`src/rtl/decode_stage.sv`:
```
// MIPS ID stage: register file, branch and jump resolution in ID, hazard detection,
// and the ID/EX pipeline register that feeds execute.
module decode_stage #(
  parameter int NB_BITS = 32,
  parameter int NB_REG  = 5,
  parameter int NB_OP   = 6
) (
  input  logic               i_clk,
  input  logic               i_rst,
  input  logic [NB_BITS-1:0] i_if_id_pc,
  input  logic [NB_BITS-1:0] i_if_id_instr,
  input  logic               i_ex_mem_reg_write,
  input  logic               i_ex_mem_mem_read,
  input  logic [NB_REG-1:0]  i_ex_mem_rd,
  input  logic [NB_BITS-1:0] i_ex_mem_data,
  input  logic               i_wb_we,
  input  logic [NB_REG-1:0]  i_wb_addr,
  input  logic [NB_BITS-1:0] i_wb_data,
  output logic               o_pc_we,
  output logic               o_if_id_we,
  output logic               o_ctr_beq,
  output logic               o_ctr_jmp,
  output logic               o_ctr_flush,
  output logic [NB_BITS-1:0] o_brq_addr,
  output logic [NB_BITS-1:0] o_jmp_addr,
  output logic [NB_BITS-1:0] o_id_ex_pc,
  output logic [NB_BITS-1:0] o_id_ex_rs_data,
  output logic [NB_BITS-1:0] o_id_ex_rt_data,
  output logic [NB_BITS-1:0] o_id_ex_imm,
  output logic [NB_REG-1:0]  o_id_ex_rs,
  output logic [NB_REG-1:0]  o_id_ex_rt,
  output logic [NB_REG-1:0]  o_id_ex_rd,
  output logic [NB_OP-1:0]   o_id_ex_opcode,
  output logic [NB_OP-1:0]   o_id_ex_funct,
  output logic               o_id_ex_reg_write,
  output logic               o_id_ex_mem_read,
  output logic               o_id_ex_mem_write,
  output logic               o_id_ex_alu_src,
  output logic               o_id_ex_link
);

  localparam logic [NB_OP-1:0] OP_RTYPE = 6'h00, OP_J    = 6'h02, OP_JAL  = 6'h03,
                               OP_BEQ   = 6'h04, OP_BNE  = 6'h05, OP_ADDIU = 6'h09,
                               OP_SLTI  = 6'h0A, OP_ANDI = 6'h0C, OP_ORI  = 6'h0D,
                               OP_XORI  = 6'h0E, OP_LUI  = 6'h0F, OP_LW   = 6'h23,
                               OP_SW    = 6'h2B;
  localparam logic [NB_OP-1:0] F_SLL  = 6'h00, F_SRL  = 6'h02, F_SRA = 6'h03,
                               F_JR   = 6'h08, F_JALR = 6'h09, F_ADDU = 6'h21,
                               F_SUBU = 6'h23, F_AND  = 6'h24, F_OR  = 6'h25,
                               F_XOR  = 6'h26, F_NOR  = 6'h27, F_SLT = 6'h2A;
  localparam int NUM_REGS = 2 ** NB_REG;

  typedef struct packed {
    logic [NB_BITS-1:0] pc;
    logic [NB_BITS-1:0] rs_data;
    logic [NB_BITS-1:0] rt_data;
    logic [NB_BITS-1:0] imm;
    logic [NB_REG-1:0]  rs;
    logic [NB_REG-1:0]  rt;
    logic [NB_REG-1:0]  rd;
    logic [NB_OP-1:0]   opcode;
    logic [NB_OP-1:0]   funct;
    logic               reg_write;
    logic               mem_read;
    logic               mem_write;
    logic               alu_src;
    logic               link;
  } id_ex_t;

  id_ex_t             id_ex_d, id_ex_q;
  logic [NB_BITS-1:0] rf_d [NUM_REGS];
  logic [NB_BITS-1:0] rf_q [NUM_REGS];

  logic [NB_OP-1:0]   opcode, funct;
  logic [NB_REG-1:0]  rs, rt, rd, dest;
  logic [NB_BITS-1:0] imm_sext, imm_ext, rf_rs, rf_rt, op_rs, op_rt;
  logic reg_write, mem_read, mem_write, alu_src, link, zext;
  logic use_rs, use_rt, is_beq, is_bne, is_j, is_jr;
  logic br_rs, br_rt, load_use, ex_hz, mem_hz, stall, go, ops_eq;

  assign opcode   = i_if_id_instr[31:26];
  assign rs       = i_if_id_instr[25:21];
  assign rt       = i_if_id_instr[20:16];
  assign rd       = i_if_id_instr[15:11];
  assign funct    = i_if_id_instr[5:0];
  assign imm_sext = {{(NB_BITS-16){i_if_id_instr[15]}}, i_if_id_instr[15:0]};
  assign imm_ext  = zext ? {{(NB_BITS-16){1'b0}}, i_if_id_instr[15:0]} : imm_sext;

  always_comb begin
    reg_write = 1'b0; mem_read = 1'b0; mem_write = 1'b0; alu_src = 1'b0; link = 1'b0;
    zext = 1'b0; use_rs = 1'b0; use_rt = 1'b0;
    is_beq = 1'b0; is_bne = 1'b0; is_j = 1'b0; is_jr = 1'b0;
    dest = '0;
    case (opcode)
      OP_RTYPE: begin
        case (funct)
          F_SLL, F_SRL, F_SRA: begin reg_write = 1'b1; dest = rd; use_rt = 1'b1; end
          F_ADDU, F_SUBU, F_AND, F_OR, F_XOR, F_NOR, F_SLT: begin
            reg_write = 1'b1; dest = rd; use_rs = 1'b1; use_rt = 1'b1;
          end
          F_JR:   begin use_rs = 1'b1; is_jr = 1'b1; end
          F_JALR: begin
            use_rs = 1'b1; is_jr = 1'b1; link = 1'b1; reg_write = 1'b1; dest = rd;
          end
          default: ;
        endcase
      end
      OP_ADDIU, OP_SLTI: begin reg_write = 1'b1; alu_src = 1'b1; dest = rt; use_rs = 1'b1; end
      OP_ANDI, OP_ORI, OP_XORI: begin
        reg_write = 1'b1; alu_src = 1'b1; dest = rt; use_rs = 1'b1; zext = 1'b1;
      end
      OP_LUI: begin reg_write = 1'b1; alu_src = 1'b1; dest = rt; end
      OP_LW:  begin
        reg_write = 1'b1; mem_read = 1'b1; alu_src = 1'b1; dest = rt; use_rs = 1'b1;
      end
      OP_SW:  begin mem_write = 1'b1; alu_src = 1'b1; use_rs = 1'b1; use_rt = 1'b1; end
      OP_BEQ: begin is_beq = 1'b1; use_rs = 1'b1; use_rt = 1'b1; end
      OP_BNE: begin is_bne = 1'b1; use_rs = 1'b1; use_rt = 1'b1; end
      OP_J:   is_j = 1'b1;
      OP_JAL: begin is_j = 1'b1; link = 1'b1; reg_write = 1'b1; dest = NB_REG'(31); end
      default: ;
    endcase
    if (dest == '0) reg_write = 1'b0;
  end

  // Register file read with write-through, then EX/MEM bypass for the ID compare only.
  assign rf_rs = (rs == '0) ? '0 : (i_wb_we && i_wb_addr == rs) ? i_wb_data : rf_q[rs];
  assign rf_rt = (rt == '0) ? '0 : (i_wb_we && i_wb_addr == rt) ? i_wb_data : rf_q[rt];
  assign op_rs = (i_ex_mem_reg_write && !i_ex_mem_mem_read && i_ex_mem_rd != '0 &&
                  i_ex_mem_rd == rs) ? i_ex_mem_data : rf_rs;
  assign op_rt = (i_ex_mem_reg_write && !i_ex_mem_mem_read && i_ex_mem_rd != '0 &&
                  i_ex_mem_rd == rt) ? i_ex_mem_data : rf_rt;
  assign ops_eq = (op_rs == op_rt);

  assign br_rs    = is_beq | is_bne | is_jr;
  assign br_rt    = is_beq | is_bne;
  assign load_use = id_ex_q.mem_read &&
                    ((use_rs && rs == id_ex_q.rt) || (use_rt && rt == id_ex_q.rt));
  assign ex_hz    = id_ex_q.reg_write &&
                    ((br_rs && rs == id_ex_q.rd) || (br_rt && rt == id_ex_q.rd));
  assign mem_hz   = i_ex_mem_mem_read &&
                    ((br_rs && rs == i_ex_mem_rd) || (br_rt && rt == i_ex_mem_rd));
  // Fetch controls are forced to their idle values while reset is held.
  assign stall    = i_rst && (load_use || ex_hz || mem_hz);
  assign go       = i_rst && !stall;

  assign o_pc_we     = !stall;
  assign o_if_id_we  = !stall;
  assign o_ctr_beq   = go && ((is_beq && ops_eq) || (is_bne && !ops_eq));
  assign o_ctr_jmp   = go && (is_j || is_jr);
  assign o_ctr_flush = o_ctr_beq || o_ctr_jmp;
  assign o_brq_addr  = i_if_id_pc + {imm_sext[NB_BITS-3:0], 2'b00};
  assign o_jmp_addr  = is_j ? {i_if_id_pc[NB_BITS-1:28], i_if_id_instr[25:0], 2'b00} : op_rs;

  always_comb begin
    rf_d = rf_q;
    if (i_wb_we && i_wb_addr != '0) rf_d[i_wb_addr] = i_wb_data;
  end

  always_comb begin
    id_ex_d = '{pc: i_if_id_pc, rs_data: rf_rs, rt_data: rf_rt, imm: imm_ext,
                rs: rs, rt: rt, rd: dest, opcode: opcode, funct: funct,
                reg_write: reg_write, mem_read: mem_read, mem_write: mem_write,
                alu_src: alu_src, link: link};
    if (stall) id_ex_d = '0;
  end

  always_ff @(posedge i_clk or negedge i_rst) begin
    if (!i_rst) begin
      for (int i = 0; i < NUM_REGS; i++) rf_q[i] <= '0;
      id_ex_q <= '0;
    end else begin
      rf_q    <= rf_d;
      id_ex_q <= id_ex_d;
    end
  end

  assign o_id_ex_pc        = id_ex_q.pc;
  assign o_id_ex_rs_data   = id_ex_q.rs_data;
  assign o_id_ex_rt_data   = id_ex_q.rt_data;
  assign o_id_ex_imm       = id_ex_q.imm;
  assign o_id_ex_rs        = id_ex_q.rs;
  assign o_id_ex_rt        = id_ex_q.rt;
  assign o_id_ex_rd        = id_ex_q.rd;
  assign o_id_ex_opcode    = id_ex_q.opcode;
  assign o_id_ex_funct     = id_ex_q.funct;
  assign o_id_ex_reg_write = id_ex_q.reg_write;
  assign o_id_ex_mem_read  = id_ex_q.mem_read;
  assign o_id_ex_mem_write = id_ex_q.mem_write;
  assign o_id_ex_alu_src   = id_ex_q.alu_src;
  assign o_id_ex_link      = id_ex_q.link;

endmodule

```
`config.mk`:
```
export PLATFORM = sky130hd
export DESIGN_NAME = decode_stage
export DESIGN_NICKNAME = d
export VERILOG_FILES = /design/src/rtl/decode_stage.sv
export SDC_FILE = /design/constraint.sdc
export NUM_CORES = 2
export LEC_CHECK = 0
export ABC_AREA = 1
export BUFFER_PORTS_ARGS = -buffer_cell sky130_fd_sc_hd__buf_2
export CAP_MARGIN = 20
export CORE_ASPECT_RATIO = 0.9
export CORE_MARGIN = 3
export CORE_UTILIZATION = 40
export DETAILED_ROUTE_END_ITERATION = 12
export HOLD_SLACK_MARGIN = 0.1
export PLACE_DENSITY = 0.6
export SETUP_SLACK_MARGIN = 0.2
export SLEW_MARGIN = 20
export SYNTH_ARGS = -nofsm -noshare
export SYNTH_HDL_FRONTEND = slang
export SYNTH_SLANG_ARGS = --single-unit
```
`constraint.sdc`:
```
create_clock -name i_clk -period 3.97 [get_ports i_clk]
set_input_delay 0.5955 -clock i_clk [delete_from_list [all_inputs] [get_ports i_clk]]
set_output_delay 0.5955 -clock i_clk [all_outputs]
set_load 0.005 [all_outputs]
```
==> flow_summary.toml <==
[clock_tree]
cts_tree = "yes"
cts_root_buf = "clkbuf_16"
cts.sinks = 1163
htreeDepth = 4
cts_buffers = 132
insertion_delay_ns = 0.81
clockBufferDepth = 3
cts.clk_slew.worst_paths_ns = 0.06

[floorplan]
fp-row-count = 142
die_width_um = 439.5
start_util = 0.4047
dieArea_um2 = 174100
die_y_um = 396.2
coreArea_um2 = 167200
ios = 372

[finish]
num-nets-final = 10490
final_core_util = 0.5074
syn_to_final_growth_pct = 25.40
drive_gt1_frac = 0.1722

[logic_synthesis]
synth_top_cell_by_area = "dfrtp_1"
postSynth.asyncResetShare = 1.000
synth_edf_count = 0
syn-cell-area_um2 = 67650
yosysWarnings = 0
synth_xor_area_frac = 0.005308
synth_top_family_by_area = "simple AND/OR/NAND/NOR gates"
synthAdderAreaFrac = 0.005659
yosysSeqAreaShare = 0.4302
avgSynthCellArea_um2 = 6.980
ys_top_cells_by_area = "dfrtp_1 43%, nand2_1 17%, nand3_1 9.3%, o21ai_0 8.8%, o211ai_1 5.2%"
synth-seq-cells = 1163
syn-instance-count = 9693
synth_top_area_frac = 0.4302
yosys.cell_types.count = 44
synth_compound_area_frac = 0.1576
synthMuxAreaShare = 0
synth_nets = 9866
synthSimpleGateAreaFrac = 0.2980
synth_ff_type = "dfrtp_1"

[worst_setup_path]
crit_path_end_kind = "output port"
path_max_fanout = 13
worst_path_max_delay_cell = "nor4b_4"
rr_worst_depth = 31
cp.required_ns = 3.37
slowest_delay_ns = 0.39
crit_type = "primary input to output port"
critPathLaunchType = "primary input"
crit_chain = "buf_12, inv_16, buf_4, nand2_1, o21ai_1, nor4b_4, nand2_4, buf_4, clkbuf_16, nand3_1, nand3_1, nand2_1, nand3_2, nor2_2, nand2_1, nor2_1, buf_4, nand2_2, nand2_2, nand3_4, inv_2, buf_6"
worstPathArrival_ns = 3.44

[run_status]
violations = "setup timing"
outcome = "finished with violations"

[drt]
via_per_inst = 5.808
initialDrtViolationCount = 10880
route.detailed.drc = 0
firstDrtPassIters = 12
vias = 73560
postRouteAntennaNets = 0
wl_per_cell_um = 25.10
routed_wl_um = 318000

[place]
dpl.hpwl_um = 205400
gp_congestion = 1.012
numPortBuffers = 371

[timing]
fin_crit_sh = 1.016
layout_setup_ws_ns = -0.06430
rsz0062_at_grt = "yes"
period_minus_slack_ns = 4.034
maxSlewHeadroom = 0.1574
tightest_slew_ns = 1.264
clock.fmax_mhz = 247.9
clock_skew_ns = 0.03069
final_hold_viol_count = 0
slew_viol_final = 0
fin_hold_ws_ns = 0.1417
finalSetupTns_ns = -0.1878
setup_viol = 3

[grt]
grt_max_degree = 162
grt.overflow.total = 0
antenna_found_initial = 23
grt_pass1_wl_um = 458600
groute.usage.overall = 0.3515
grt_pass1_vias = 67780

[min_path]
hold_path_class = "primary input to flip-flop"
whs_path_depth = 3

[power]
power_density_nw_per_um2 = 446.0
ir_drop_v = 0.0004178
p_leak_nw = 42.08
finalPower_mw = 37.83

[run]
maxCapViolations = 0
-- metal layers --
| layer | routed length (um) | track usage |
|---|---|---|
| met1 | 126000 | 0.4788 |
| met5 | 92 | 0 |
| met4 | 19780 | 0.1944 |
| met3 | 38210 | 0.08592 |
| met2 | 133900 | 0.5105 |
-- metrics by stage --
| step | area, um^2 | setup WS, ns | instances |
|---|---|---|---|
| after floorplan | 67650 | 0.4959 | 9693 |
| after global placement | 76970 | -0.5686 | 12270 |
| after detailed placement | 76970 | -0.4928 | 12270 |
| after CTS | 83140 | -0.006401 | 12590 |
| after global routing | 84820 | -0.1986 | 12660 |
| final | 84840 | -0.06430 | 12670 |
-- worst paths after layout --
| check | start | endpoint | slack (ns) |
|---|---|---|---|
| max reg2reg | rf_q[864] | o_id_ex_rs_data[0] | 0.03 |
| max in group asynchronous | i_rst | rf_q[196] | 1.27 |
| max | i_if_id_instr[22] | o_ctr_beq | -0.06 |
| min | i_wb_data[14] | rf_q[526] | 0.14 |
| min in group asynchronous | i_rst | rf_q[928] | 0.66 |
| min reg2reg | rf_q[1010] | rf_q[1010] | 0.38 |
-- critical path: cells and delay by family --
kind / cells / cell delay (ns)
simple gates: 13 / 1.49
buf+inv: 8 / 1.21
compound gates: 1 / 0.11
-- cell type report --
| cell class | instances | area, um^2 |
|---|---|---|
| fillers | 16320 | 82350 |
| multi-input cells | 6825 | 32730 |
| flip-flops and latches | 1163 | 29100 |
| repair buffers | 1295 | 12060 |
| clock buffers | 205 | 4165 |
| inverters | 897 | 3452 |
| well taps | 2232 | 2793 |
| clock inverters | 32 | 486.7 |
| diodes | 18 | 45.04 |
-- synthesized netlist by cell type, drive strengths merged, types with 2 or more instances --
master     n
o21ai   1189
a32oi      2
nand3   1251
clkinv    26
or2       70
o211ai   466
nand4      9
nor2     380
nor4       5
o22ai      2
a31oi      8
a221oi     9
buf      405
xnor2     10
nor3      26
clkbuf   403
ha        29
a21oi    194
inv      871
nand2   3128
xor2      31
dfrtp   1163
nand3b     3
a21boi     4
-- power breakdown --
| part | total (mW) | internal [mW] | switching [mW] |
|---|---|---|---|
| sequential | 15.2 | 13.9 | 1.23 |
| combinational | 9.33 | 3.53 | 5.79 |
| clock | 13.3 | 7.88 | 5.46 |
-- layout by cell type, fill, tap and decap left out, drive strengths merged, types with 18 or more instances in the layout --
master       synthesis  final
nand2             3128   3128
nand3             1251   1251
buf                405   1220
o21ai             1189   1189
dfrtp             1163   1163
inv                871    875
o211ai             466    466
nor2               380    380
clkbuf             403    221
a21oi              194    194
or2                 70     70
dlygate4sd3          0     53
clkinv              26     42
xor2                31     31
ha                  29     29
nor3                26     26
diode                0     18
-- cells by family (layout without fill, tap and decap cells) --
logic type	after synthesis	after routing
simple gates	4874	4874
compound gates	1880	1880
buf+inv	1705	2429
flops	1163	1163
xor+xnor	41	41
fa+ha+maj	30	30
other cells	0	18
-- registers in the layout (all words and copies together) (netlist names), 5 cells and up --
signal           count
o_id_ex_pc          32
o_id_ex_rs_data     32
o_id_ex_rt           5
o_id_ex_imm         12
o_id_ex_funct        5
o_id_ex_rs           5
o_id_ex_rt_data     32
o_id_ex_opcode       6
o_id_ex_rd           5
rf_q              1024
-- repair_timing --
item | 4_1_cts | 5_1_grt
hold buffers | 54 | 0
endpoints found under the hold margin | 121 | 0
gates cloned | 7 | 16
buffers inserted | 29 | 40
setup endpoints to repair | 9 | 17
gates resized for setup | 129 | 238
pin swaps | 15 | 63
Note: power is estimated with default switching activity, not from simulation.
